===== src/rtl/tx_pkg.sv =====
// -----------------------------------------------------------------------------
// tx_pkg
// Shared definitions for the UART transmit arbiter.
//   state_t    : FSM state encodings (IDLE, LOAD, SEND, GAP)
//   FRAME_BITS : serial bit-times per frame (start + 8 data + stop)
// No ports.
// -----------------------------------------------------------------------------
package tx_pkg;

  typedef enum logic [1:0] {
    IDLE = 2'd0,
    LOAD = 2'd1,
    SEND = 2'd2,
    GAP  = 2'd3
  } state_t;

  localparam int FRAME_BITS = 10;

endpackage


===== src/rtl/tx_arbiter_if.sv =====
// -----------------------------------------------------------------------------
// tx_arbiter_if
// Bundle of requester-side and transmitter-side signals of the arbiter.
//   req      : per-requester transmit request (level)
//   req_data : per-requester byte, slice i = [8i+7:8i]
//   ack      : one-hot acceptance pulse
//   done     : frame-plus-gap completion pulse
//   busy     : arbiter not idle
//   tx_data  : byte presented to the transmitter
//   load     : frame start pulse to the transmitter
//   txen     : bit-rate strobe to the transmitter
// Modports: master = requester/transmitter side, slave = arbiter.
// -----------------------------------------------------------------------------
interface tx_arbiter_if #(
  parameter int NREQ = 4
) ();

  logic [NREQ-1:0]   req;
  logic [8*NREQ-1:0] req_data;
  logic [NREQ-1:0]   ack;
  logic              done;
  logic              busy;
  logic [7:0]        tx_data;
  logic              load;
  logic              txen;

  modport master (
    output req, req_data,
    input  ack, done, busy, tx_data, load, txen
  );

  modport slave (
    input  req, req_data,
    output ack, done, busy, tx_data, load, txen
  );

endinterface


===== src/rtl/tx_arbiter_baud_gen.sv =====
// -----------------------------------------------------------------------------
// baud_gen
// Bit-rate strobe generator. The counter runs 0..BAUD_DIV-1 while enabled and
// txen is high for the one cycle in which the counter holds BAUD_DIV-1.
// Ports:
//   clk    : clock
//   rst    : synchronous active-high reset
//   clear  : force counter and strobe to zero
//   enable : advance the counter
//   txen   : registered bit-rate strobe
// -----------------------------------------------------------------------------
module baud_gen #(
  parameter int BAUD_DIV = 16
) (
  input  logic clk,
  input  logic rst,
  input  logic clear,
  input  logic enable,
  output logic txen
);

  localparam int CW = $clog2(BAUD_DIV);
  localparam logic [CW-1:0] CNT_LAST = CW'(BAUD_DIV - 1);
  // txen is a flop, so it is set one count early to line up with CNT_LAST.
  localparam logic [CW-1:0] CNT_PRE  = CW'(BAUD_DIV - 2);

  logic [CW-1:0] cnt;

  always_ff @(posedge clk) begin
    if (rst) begin
      cnt  <= '0;
      txen <= 1'b0;
    end else if (clear) begin
      cnt  <= '0;
      txen <= 1'b0;
    end else if (enable) begin
      cnt  <= (cnt == CNT_LAST) ? '0 : cnt + 1'b1;
      txen <= (cnt == CNT_PRE);
    end
  end

endmodule


===== src/rtl/tx_arbiter.sv =====
// -----------------------------------------------------------------------------
// tx_arbiter
// Round-robin arbiter sharing one UART transmitter among NREQ requesters.
// A grant in IDLE latches the winner's byte, LOAD pulses load/ack for one
// cycle, SEND counts FRAME_BITS bit strobes, GAP counts GAP_BITS idle bit
// strobes, then done pulses on the first cycle back in IDLE.
// Ports:
//   clk : clock
//   rst : synchronous active-high reset, aborts any frame without done
//   bus : tx_arbiter_if.slave (req, req_data in; ack, done, busy, tx_data,
//         load, txen out; all outputs registered)
// -----------------------------------------------------------------------------
module tx_arbiter
  import tx_pkg::*;
#(
  parameter int NREQ     = 4,
  parameter int BAUD_DIV = 16,
  parameter int GAP_BITS = 1
) (
  input logic           clk,
  input logic           rst,
  tx_arbiter_if.slave   bus
);

  localparam int IDXW = $clog2(NREQ);
  localparam int GW   = $clog2(GAP_BITS + 1);
  localparam logic [3:0]    BIT_LAST = 4'(FRAME_BITS - 1);
  localparam logic [GW-1:0] GAP_LAST = GW'(GAP_BITS - 1);

  state_t          state;
  logic [IDXW-1:0] last_gnt;
  logic [IDXW-1:0] sel;
  logic [IDXW-1:0] gnt;
  logic [3:0]      bit_cnt;
  logic [GW-1:0]   gap_cnt;
  logic            baud_clear;
  logic            baud_en;

  // Search from the farthest candidate back to last+1 so the nearest
  // requester above the last grant (with wrap) is the one left in res.
  function automatic logic [IDXW-1:0] rr_pick(input logic [NREQ-1:0] r,
                                              input logic [IDXW-1:0] last);
    logic [IDXW-1:0] res;
    int idx;
    res = last;
    for (int k = NREQ; k >= 1; k--) begin
      idx = (int'(last) + k) % NREQ;
      if (r[idx]) res = IDXW'(idx);
    end
    return res;
  endfunction

  assign gnt = rr_pick(bus.req, last_gnt);

  // The baud counter restarts from zero whenever a frame is not on the wire.
  assign baud_clear = (state == IDLE) || (state == LOAD);
  assign baud_en    = (state == SEND) || (state == GAP);

  baud_gen #(
    .BAUD_DIV (BAUD_DIV)
  ) u_baud_gen (
    .clk    (clk),
    .rst    (rst),
    .clear  (baud_clear),
    .enable (baud_en),
    .txen   (bus.txen)
  );

  always_ff @(posedge clk) begin
    if (rst) begin
      state       <= IDLE;
      last_gnt    <= IDXW'(NREQ - 1);
      sel         <= '0;
      bit_cnt     <= '0;
      gap_cnt     <= '0;
      bus.tx_data <= '0;
      bus.load    <= 1'b0;
      bus.ack     <= '0;
      bus.done    <= 1'b0;
      bus.busy    <= 1'b0;
    end else begin
      bus.load <= 1'b0;
      bus.ack  <= '0;
      bus.done <= 1'b0;
      case (state)
        IDLE: begin
          if (|bus.req) begin
            sel         <= gnt;
            bus.tx_data <= bus.req_data[8*int'(gnt) +: 8];
            bus.load    <= 1'b1;
            bus.ack     <= NREQ'(1) << gnt;
            bus.busy    <= 1'b1;
            state       <= LOAD;
          end
        end
        LOAD: begin
          last_gnt <= sel;
          bit_cnt  <= '0;
          state    <= SEND;
        end
        SEND: begin
          if (bus.txen) begin
            if (bit_cnt == BIT_LAST) begin
              bit_cnt <= '0;
              gap_cnt <= '0;
              state   <= GAP;
            end else begin
              bit_cnt <= bit_cnt + 1'b1;
            end
          end
        end
        GAP: begin
          if (bus.txen) begin
            if (gap_cnt == GAP_LAST) begin
              gap_cnt  <= '0;
              bus.busy <= 1'b0;
              bus.done <= 1'b1;
              state    <= IDLE;
            end else begin
              gap_cnt <= gap_cnt + 1'b1;
            end
          end
        end
        default: state <= IDLE;
      endcase
    end
  end

endmodule

===== src/flat_wrapper.sv =====
// flat-port wrapper written by rule: the top's interface ports become plain ports
module tx_arbiter_flat import tx_pkg::*;
#(
  parameter int NREQ     = 4,
  parameter int BAUD_DIV = 16,
  parameter int GAP_BITS = 1
)
  (clk, rst, bus_req, bus_req_data, bus_ack, bus_done, bus_busy, bus_tx_data, bus_load, bus_txen);
  tx_arbiter_if #(.NREQ(NREQ)) bus_i ();
  input logic clk;
  input logic rst;
  input wire logic [$bits(bus_i.req)-1:0] bus_req;
  input wire logic [$bits(bus_i.req_data)-1:0] bus_req_data;
  output wire logic [$bits(bus_i.ack)-1:0] bus_ack;
  output wire logic [$bits(bus_i.done)-1:0] bus_done;
  output wire logic [$bits(bus_i.busy)-1:0] bus_busy;
  output wire logic [$bits(bus_i.tx_data)-1:0] bus_tx_data;
  output wire logic [$bits(bus_i.load)-1:0] bus_load;
  output wire logic [$bits(bus_i.txen)-1:0] bus_txen;
  assign bus_i.req = bus_req;
  assign bus_i.req_data = bus_req_data;
  assign bus_ack = bus_i.ack;
  assign bus_done = bus_i.done;
  assign bus_busy = bus_i.busy;
  assign bus_tx_data = bus_i.tx_data;
  assign bus_load = bus_i.load;
  assign bus_txen = bus_i.txen;
  tx_arbiter #(.NREQ(NREQ), .BAUD_DIV(BAUD_DIV), .GAP_BITS(GAP_BITS)) u_core (.clk(clk), .rst(rst), .bus(bus_i));
endmodule

===== config.mk =====
export PLATFORM = sky130hd
export DESIGN_NAME = tx_arbiter_flat
export DESIGN_NICKNAME = d
export VERILOG_FILES = /design/src/rtl/tx_pkg.sv /design/src/rtl/tx_arbiter_if.sv /design/src/rtl/tx_arbiter_baud_gen.sv /design/src/rtl/tx_arbiter.sv /design/src/flat_wrapper.sv
export SDC_FILE = /design/constraint.sdc
export NUM_CORES = 1
export LEC_CHECK = 0
export ABC_AREA = 1
export CAP_MARGIN = 20
export CORE_MARGIN = 4
export CORE_UTILIZATION = 52
export DETAILED_ROUTE_END_ITERATION = 10
export MAX_ROUTING_LAYER = met4
export PLACE_DENSITY = 0.85
export SYNTH_ARGS = -nofsm -noshare
export SYNTH_HDL_FRONTEND = slang
export SYNTH_SLANG_ARGS = --single-unit

===== constraint.sdc =====
create_clock -name clk -period 2.7 [get_ports clk]
set_input_delay 0.27 -clock clk [delete_from_list [all_inputs] [get_ports clk]]
set_output_delay 0.27 -clock clk [all_outputs]
set_load 0.05 [all_outputs]

==> results of run 1 <==
-- flip-flops by register name, indices dropped and copies added (netlist names) --
name / flops
u_core.bit_cnt: 4
u_core.bus.ack: 4
u_core.bus.busy: 1
u_core.bus.done: 1
u_core.bus.load: 1
u_core.bus.tx_data: 8
u_core.last_gnt: 2
u_core.sel: 2
u_core.state: 2
u_core.u_baud_gen.cnt: 4
u_core.u_baud_gen.txen: 1
-- layer usage --
layer | vias to the layer above | share of wire | GRT usage | wire length [um]
li1 | 1021 | - | - | -
met1 | 838 | 0.45 | 0.247 | 2030
met2 | 65 | 0.46 | 0.334 | 2080
met3 | 9 | 0.075 | 0.0710 | 336
met4 | 0 | 0.013 | 0.0564 | 57
met5 | - | 0 | - | 0
-- through the flow --
step                      cells  hold slack [ns]  instance area, um^2
after CTS                   397            0.467                 2620
final                       397            0.463                 2620
after detailed placement    389            0.449                 2510
after global routing        397            0.485                 2620
after global placement      389            0.442                 2510
after floorplan             294            0.440                 1970
-- layout by cell type (no fill, tap or decap), types with 2 or more instances in the layout --
cell type	count
nand3_1	47
or2_2	2
clkbuf_8	5
clkdlybuf4s50_1	53
dfxtp_1	30
nand2_1	46
o21ai_0	11
inv_1	57
nand2_4	4
nor2_1	31
nand3_2	7
clkinv_2	2
inv_2	3
ha_1	8
nand2_2	17
a21oi_1	12
-- where the power goes --
group	leakage (nW)	switching (mW)	total [mW]	internal (mW)
registers	0.246	0.0977	0.672	0.574
clock network	0.0579	0.168	0.440	0.271
logic	1.01	1.28	1.94	0.655
total	1.31	1.55	3.05	1.50
-- final timing paths --
kind	start	end	slack, ns	cells after the start
max reg2reg	u_core.last_gnt[0]	u_core.bus.tx_data[4]	0.66	13
min reg2reg	u_core.bus.busy	u_core.bus.busy	0.46	2
min	u_core.bus.busy	u_core.bus.busy	0.46	2
max	u_core.last_gnt[0]	u_core.bus.tx_data[4]	0.66	13
-- cell families (layout without fill, tap and decap cells) --
| family | after synthesis | count (layout) | share of synthesized area |
|---|---|---|---|
| DFF | 30 | 30 | 0.305 |
| and+or+nand+nor | 160 | 160 | 0.416 |
| xor gates and xnor gates | 1 | 1 | 0.00445 |
| adders and majority gates | 8 | 8 | 0.0508 |
| buffers and inverters | 68 | 123 | 0.150 |
| AOI/OAI and AO/OA | 27 | 27 | 0.0737 |
-- layout make-up --
| cell class | count | area, um^2 | share of cell area |
|---|---|---|---|
| multi-input combinational | 196 | 1070 | 0.410 |
| sequential | 30 | 601 | 0.230 |
| timing repair buffer | 53 | 531 | 0.203 |
| inverter | 62 | 243 | 0.0928 |
| clock buffer | 5 | 68.8 | 0.0263 |
| tap | 48 | 60.1 | 0.0230 |
| clock inverter | 3 | 40.0 | 0.0153 |
-- cell usage after synthesis (all sizes together) --
master / instances / area share
a21boi: 1 / 0.0038
a21oi: 12 / 0.030
a221oi: 1 / 0.0044
a31oi: 1 / 0.0032
buf: 4 / 0.023
clkbuf: 2 / 0.0038
dfxtp: 30 / 0.30
ha: 8 / 0.051
inv: 62 / 0.12
nand2: 68 / 0.17
nand3: 55 / 0.16
nand4: 1 / 0.0032
nor2: 32 / 0.062
nor3: 1 / 0.0025
nor4: 1 / 0.0032
o211ai: 1 / 0.0038
o21ai: 11 / 0.028
or2: 2 / 0.0064
xor2: 1 / 0.0044
-- worst reg2reg max path: cells and delay by family, from the launching register on --
kind          cells  cell delay (ns)
buf+inv           3             0.24
flops             1             0.63
simple gates     10             1.10
==> metrics.yaml, run 1 <==
synthesis:
  syn_area_per_cell_um2: 6.70
  postSynthCellCount: 294
  syn-num-nets: 340
  ys_warn_count: 0
  seq_area_frac_synth: 0.305
  yosys_register_bits: 30
  synth.distinct_cells: 30
  synthesis.area_mm2: 0.00197
clock_network:
  postCtsSetupBuffers: 0
  post_cts_resized: 0
  cts_buffers: 5
  htreeDepth: 2
  cts-hold-fix-buffers: 0
  cts_root_buffer: "clkbuf_8"
  clock-sinks: 30
  clk_path_buf_depth: 2
  cts_tree: "yes"
  clock_latency_ns: 0.28
  clk_pin_slew_ns: 0.06
cells_and_area:
  fill_cells: 319
  antenna_cells: 0
  drive_gt1_frac: 0.132
  area_delta_synth_final_pct: 32.8
  final_nets: 394
  post-route-util: 0.715
sta:
  final.setup.worst_slack_ns: 0.658
  finalCritPeriodShare: 0.756
  worst_pin_slew_ns: 0.635
  rsz0062_at_grt: "false"
  finalHoldViolCount: 0
  skew_ns: 0.00696
  setup_viol: 0
  slew_violations: 0
  period_needed_ns: 2.04
  fmax_mhz: 490
  relSlewSlack: 0.576
  fin_tns_setup_ns: 0
pwr:
  total_power_mw: 3.05
  ir_drop_uv: 697
  power.leakage_nw: 1.31
  power.density_mw_per_mm2: 1160
routing:
  vias: 1933
  routed_wl_um: 4500
  drt_iter0_drc: 134
  drt_pass1_iterations: 4
  drc: 0
  antenna_left: 0
  via_per_inst: 4.87
  wl_per_cell_um: 11.3
critical_path:
  end_kind: "register"
  cp.arrival_ns: 2.22
  crit_required_ns: 2.88
  crit_chain: "inv_8, nand2_2, nand2_2, nand2_1, nand2_2, inv_4, nand3_4, nand2_4, nand2_1, nand3_1, nand3_1, nand2_1, inv_1"
  crit_path_start_kind: "register"
  worst-path-buf-inv: 3
  critPathMaxFanout: 17
  crit_family: "simple AND/OR/NAND/NOR gates"
  critPathKind: "register to register"
  crit_slowest_cell: "dfxtp_1"
  max_stage_delay_ns: 0.63
placed_design:
  place_ws_ns: 0.547
  io_buffers: 53
  dp_hpwl_um: 3380
  place.gp.congestion: 0.857
global_routing:
  grt_max_degree: 20
  gr-total-overflow: 0
  antenna_found_initial: 0
  grt_usage: 0.207
  grt_pass1_vias: 1890
  grt_pass1_wl_um: 8190
die:
  die_w_um: 69.5
  dieArea_mm2: 0.00484
  start_util: 0.538
  die_y_um: 69.5
  rows: 22
  design.core.area_mm2: 0.00366
  ios: 54
run:
  max_cap_viol_count: 0
outcome:
  status: "finished, final reports clean"
hold_path:
  hp-class: "register to register"
Power figures use the tool's default switching activity.
==> inputs of run 2 (changes only) <==
- CORE_UTILIZATION: 52 -> 44
- PLACE_DENSITY: 0.85 -> 0.77
- clock period: 2.7 -> 1.7 ns (I/O delays scaled with it)
==> metrics.yaml, run 2 (synthesized netlist as in run 1, its figures left out) <==
routing:
  met1_length_um: 2160  # +6.5%
  drt_pass1_iterations: 4  # unchanged
  route.met2.wl_um: 2230  # +7.2%
  routed.top_layer: "met4"
  drt_iter0_drc: 109  # -19%
  routed_wl_um: 4930  # +9.6%
  antenna_left: 0  # unchanged
  vias: 2056  # +6.4%
  via_per_inst: 4.88  # +0.30%
  drc: 0  # unchanged
  wl_met3_um: 443  # +32%
  wl_per_cell_um: 11.7  # +3.4%
pwr:
  p_sw_frac: 0.494  # -0.0138
  clkPwrFrac: 0.109  # -0.035
  power.leakage_nw: 1.42  # +8.4%
  power.density_mw_per_mm2: 1920  # +65%
  switchingPower_mw: 2.67  # +73%
  p_seq_frac: 0.197  # -0.024
  combPwrFrac: 0.694  # +0.059
  ir_drop_uv: 966  # +38%
  total_power_mw: 5.42  # +78%
  intPower_mw: 2.74  # +83%
hold_path:
  holdCritStartpoint: "u_core.sel[1]"
  hold_depth: 2  # unchanged
  hold_path_end: "u_core.last_gnt[1]"
  hp-class: "register to register"
critical_path:
  crit_required_ns: 1.89  # -0.99 ns
  critPathMaxFanout: 9  # -8
  crit_path_start_kind: "register"
  r2r-end: "u_core.bus.tx_data[4]"
  cp.arrival_ns: 1.82  # -0.40 ns
  end_kind: "register"
  critPathKind: "register to register"
  rr_startpoint: "u_core.last_gnt[0]"
  reg2reg_depth: 15  # +2
  r2r_slack_ns: 0.07  # -0.59 ns
cells_and_area:
  post-route-util: 0.649  # -0.0661
  largest_register_ff_count: 8  # unchanged
  area_delta_synth_final_pct: 43.4
  drive_gt1_frac: 0.201  # +0.0687
  layout_common_cells: "inv_1 (56), clkdlybuf4s50_1 (52), nand3_1 (47)"
  layout_commonest_cell: "inv_1"
  final_nets: 414  # +5.1%
  top_register: "u_core.bus.tx_data"
  antenna_cells: 0  # unchanged
  fill_cells: 366  # +15%
global_routing:
  grt_pass1_wl_um: 7940  # -3.1%
  antenna_found_initial: 0  # unchanged
  grt_pass1_vias: 1830  # -3.2%
  grt_max_degree: 18  # -10%
  grt_usage: 0.185  # -0.0228
  gr-total-overflow: 0  # unchanged
sta:
  finalCritPeriodShare: 0.961  # +0.205
  period_needed_ns: 1.63  # -0.408 ns
  final.setup.worst_slack_ns: 0.0663  # -0.592 ns
  skew_ns: 0.00507  # -0.00189 ns
  finalHoldViolCount: 0  # unchanged
  slew_violations: 0  # unchanged
  fmax_mhz: 612  # +25%
  timing.hold.ws_ns: 0.464  # +0.000893 ns
  rsz0062_at_grt: "true"
  fin_tns_setup_ns: 0  # unchanged
  setup_viol: 0  # unchanged
  relSlewSlack: 0.666  # +0.0892
  worst_pin_slew_ns: 0.500  # -0.135 ns
die:
  design.core.area_mm2: 0.00435  # +19%
  rows: 24  # +9.1%
  start_util: 0.452  # -0.0856
  ios: 54  # unchanged
  die_w_um: 74.9  # +7.7%
  dieArea_mm2: 0.00561  # +16%
  die_y_um: 74.9  # +7.7%
placed_design:
  dp_hpwl_um: 3670  # +8.4%
  place.gp.congestion: 0.795  # -7.1%
  place_ws_ns: -0.195  # -0.742 ns
  io_buffers: 53  # unchanged
run:
  max_cap_viol_count: 0  # unchanged
clock_network:
  clock_latency_ns: 0.28  # about the same
  clk_path_buf_depth: 2  # unchanged
  cts_buffers: 5  # unchanged
  cts_root_buffer: "clkbuf_8"
  clock-sinks: 30  # unchanged
  cts_tree: "yes"
  clk_pin_slew_ns: 0.06  # about the same
  htreeDepth: 2  # unchanged
  cts-hold-fix-buffers: 0  # unchanged
outcome:
  status: "finished, final reports clean"
-- run 2: per-stage QoR --
step,instances,area (um^2)
after floorplan,294,1970
after global placement,406,2620
after detailed placement,406,2620
after CTS,414,2710
after global routing,421,2820
final,421,2820
-- run 2: final cells by class --
type / count / area, um^2 / share of cell area
multi-input cells: 197 / 1120 / 0.396
repair buffers: 72 / 696 / 0.246
flip-flops and latches: 30 / 606 / 0.214
inverters: 62 / 248 / 0.0877
clock buffers: 7 / 86.3 / 0.0306
well taps: 52 / 65.1 / 0.0230
clock inverters: 1 / 5.00 / 0.00177
-- run 2: how the worst max path moves through the flow --
stage	start	to	cells past startpoint
after detailed placement	bus_req[1]	u_core.sel[0]	14
after floorplan	u_core.last_gnt[0]	u_core.bus.tx_data[0]	16
after CTS	u_core.last_gnt[0]	u_core.bus.tx_data[4]	15
final	u_core.last_gnt[0]	u_core.bus.tx_data[4]	15
after global routing	u_core.last_gnt[0]	u_core.bus.tx_data[3]	14
after global placement	bus_req[1]	u_core.sel[0]	14
-- run 2: power groups by stage --
stage / Clock (mW) / Sequential [mW] / Combinational [mW]
floorplan: 0 / 1.48 / 2.05
global placement: 0 / 1.08 / 3.37
detailed placement: 0 / 1.08 / 3.40
CTS: 0.605 / 1.07 / 3.42
global route: 0.640 / 1.09 / 4.13
finish: 0.591 / 1.07 / 3.76
-- run 2: what timing repair did --
action,CTS,global route
pin swaps,0,2
gates cloned,0,1
endpoints found under the setup margin,12,14
resized for setup,1,13
buffers inserted,0,6
-- run 2: critical path: stages (launching register included) --
cell and delay [ns]:
dfxtp_4 0.37, buf_12 0.13, nand2_1 0.06, nand2_2 0.06
nand2_2 0.06, nand2_2 0.05, inv_2 0.07, nand2_4 0.08
nand2_4 0.13, nand2_8 0.10, nand2_8 0.10, nand2_1 0.06
nand3_1 0.06, nand3_1 0.09, nand2_1 0.07, inv_1 0.03
-- run 2: routing by layer --
| layer | GRT usage | up-vias |
|---|---|---|
| li1 | - | 1066 |
| met1 | 0.224 | 908 |
| met2 | 0.301 | 67 |
| met3 | 0.0494 | 15 |
| met4 | 0.0514 | 0 |
| met5 | - | - |
==> inputs of run 3 (changes only) <==
- CORE_UTILIZATION: 44 -> 45
- CTS_BUF_LIST: unset -> sky130_fd_sc_hd__clkbuf_8
- PLACE_DENSITY: 0.77 -> 0.78
==> metrics.yaml, run 3 (synthesized netlist as in run 1, its figures left out) <==
clock_network:
  clock_latency_ns: 0.28  # about the same
  clk_pin_slew_ns: 0.07  # about the same
  htreeDepth: 2  # unchanged
  cts_tree: "yes"
  cts-hold-fix-buffers: 0  # unchanged
  clk_path_buf_depth: 2  # unchanged
  clock-sinks: 30  # unchanged
  cts_buffers: 5  # unchanged
  cts_root_buffer: "clkbuf_8"
routing:
  routed_wl_um: 5560  # +13%
  vias: 2085  # +1.4%
  drc: 0  # unchanged
  via_per_inst: 4.91  # +0.46%
  antenna_left: 0  # unchanged
  drt_iter0_drc: 147  # +35%
  wl_per_cell_um: 13.1  # +12%
  drt_pass1_iterations: 4  # unchanged
die:
  dieArea_mm2: 0.00550  # -2.0%
  die_y_um: 74.2  # -0.99%
  die_w_um: 74.2  # -0.99%
  design.core.area_mm2: 0.00412  # -5.5%
  rows: 23  # -4.2%
  ios: 54  # unchanged
  start_util: 0.479  # +0.0263
cells_and_area:
  layout.cells.non_filler: 425  # +0.95%
  antenna_cells: 0  # unchanged
  largest_register_ff_count: 8  # unchanged
  area_delta_synth_final_pct: 54.0
  layout_common_cells: "inv_1 (56), clkdlybuf4s50_1 (50), nand2_1 (42)"
  drive_gt1_frac: 0.272  # +0.0715
  top_register: "u_core.bus.tx_data"
  layout_commonest_cell: "inv_1"
  final_nets: 420  # +1.4%
  post-route-cell-area_mm2: 0.00303  # +7.4%
placed_design:
  place_ws_ns: -0.149  # +0.0463 ns
  place_inst: 406  # unchanged
  placed_cell_area_mm2: 0.00263  # +0.29%
  io_buffers: 53  # unchanged
  place.gp.congestion: 0.850  # +6.9%
  dp_hpwl_um: 3710  # +1.1%
global_routing:
  grt_util_met3: 0.0459  # -0.00345
  grt_usage: 0.188  # +0.00346
  groute.layer.met1.usage: 0.232  # +0.00829
  grt_max_degree: 18  # unchanged
  grt_pass1_vias: 1846  # +0.87%
  busiest_layer: "met2"
  groute.layer.met2.usage: 0.298  # -0.00255
  gr-total-overflow: 0  # unchanged
  antenna_found_initial: 0  # unchanged
  grt_pass1_wl_um: 7950  # +0.16%
critical_path:
  critPathKind: "register to register"
  end_kind: "register"
  crit_required_ns: 1.89  # about the same
  crit_path_start_kind: "register"
  cp.arrival_ns: 1.90  # +0.08 ns
  critPathMaxFanout: 8  # -1
  reg2reg_depth: 16  # +1
sta:
  relSlewSlack: 0.664  # -0.00168
  finalCritPeriodShare: 1.01  # +0.0490
  final.setup.worst_slack_ns: -0.0170  # -0.0833 ns
  setup_viol: 3  # +3
  finalHoldViolCount: 0  # unchanged
  rsz0062_at_grt: "true"
  period_needed_ns: 1.72  # +0.0833 ns
  slew_violations: 0  # unchanged
  fmax_mhz: 582  # -4.9%
  timing.hold.ws_ns: 0.449  # -0.0147 ns
  worst_pin_slew_ns: 0.502  # +0.00251 ns
  skew_ns: 0.00397  # -0.00110 ns
hold_path:
  hold_depth: 2  # unchanged
  hp-class: "register to register"
outcome:
  status: "finished, violations left"
  violations: "setup timing"
pwr:
  power.density_mw_per_mm2: 2050  # +7.0%
  ir_drop_uv: 1030  # +6.3%
  power.leakage_nw: 1.52  # +7.0%
run:
  max_cap_viol_count: 0  # unchanged
## run 3: changes by cell type in the layout (fill, tap and decap cells not counted), sizes merged
cell | previous run | this run
bufinv | 0 | 2
clkdlybuf4s50 | 52 | 50
clkinv | 2 | 1
clkbuf | 7 | 6
buf | 20 | 29
nand2 | 69 | 68
## run 3: critical path, cell delays in order (launching register included)
cell and delay (ns):
dfxtp_2 0.34, buf_12 0.13, clkinv_8 0.08, nand2_2 0.08, nand2_2 0.06, nand2_1 0.08
nand2_2 0.06, nand2_4 0.09, nand2_4 0.08, nand2_8 0.11, buf_6 0.13, buf_4 0.11
nand3_2 0.04, nand3_1 0.06, nand3_1 0.07, nand2_1 0.06, inv_1 0.03
## run 3: cell type report
cell class,count,area (um^2)
clock inverter,2,60.1
tap,50,62.6
multi-input combinational,196,1210
fill,313,1080
clock buffer,6,82.6
inverter,62,248
sequential,30,603
timing repair buffer,79,762
## run 3: stage by stage
stage,TNS [ns],total power [mW],utilization
floorplan,0,3.52,-
global placement,-1.14,4.43,0.638
detailed placement,-1.69,4.48,0.638
CTS,0,5.39,0.673
global route,-1.11,6.65,0.737
finish,-0.0323,6.22,0.737
## run 3: metal layers
metal	part of all wire	vias to the layer above
met5	0	-
met4	0.018	0
met3	0.078	9
met2	0.48	61
met1	0.42	935
li1	-	1080
## run 3: where the power goes
part | total (mW) | switching [mW] | internal (mW)
logic | 4.28 | 2.56 | 1.72
clock network | 0.895 | 0.271 | 0.625
registers | 1.05 | 0.132 | 0.916
## run 3: path summary, 6_finish.rpt
check	end	from	slack, ns
min reg2reg	u_core.bus.busy	u_core.bus.busy	0.45
min	u_core.bus.busy	u_core.bus.busy	0.45
max	u_core.bus.tx_data[7]	u_core.last_gnt[0]	-0.02
max reg2reg	u_core.bus.tx_data[7]	u_core.last_gnt[0]	-0.02
## run 3: timing repair
item,CTS,global route
hold endpoints to repair,0,0
gates resized for setup,0,44
setup endpoints to repair,0,14
buffers inserted,0,11
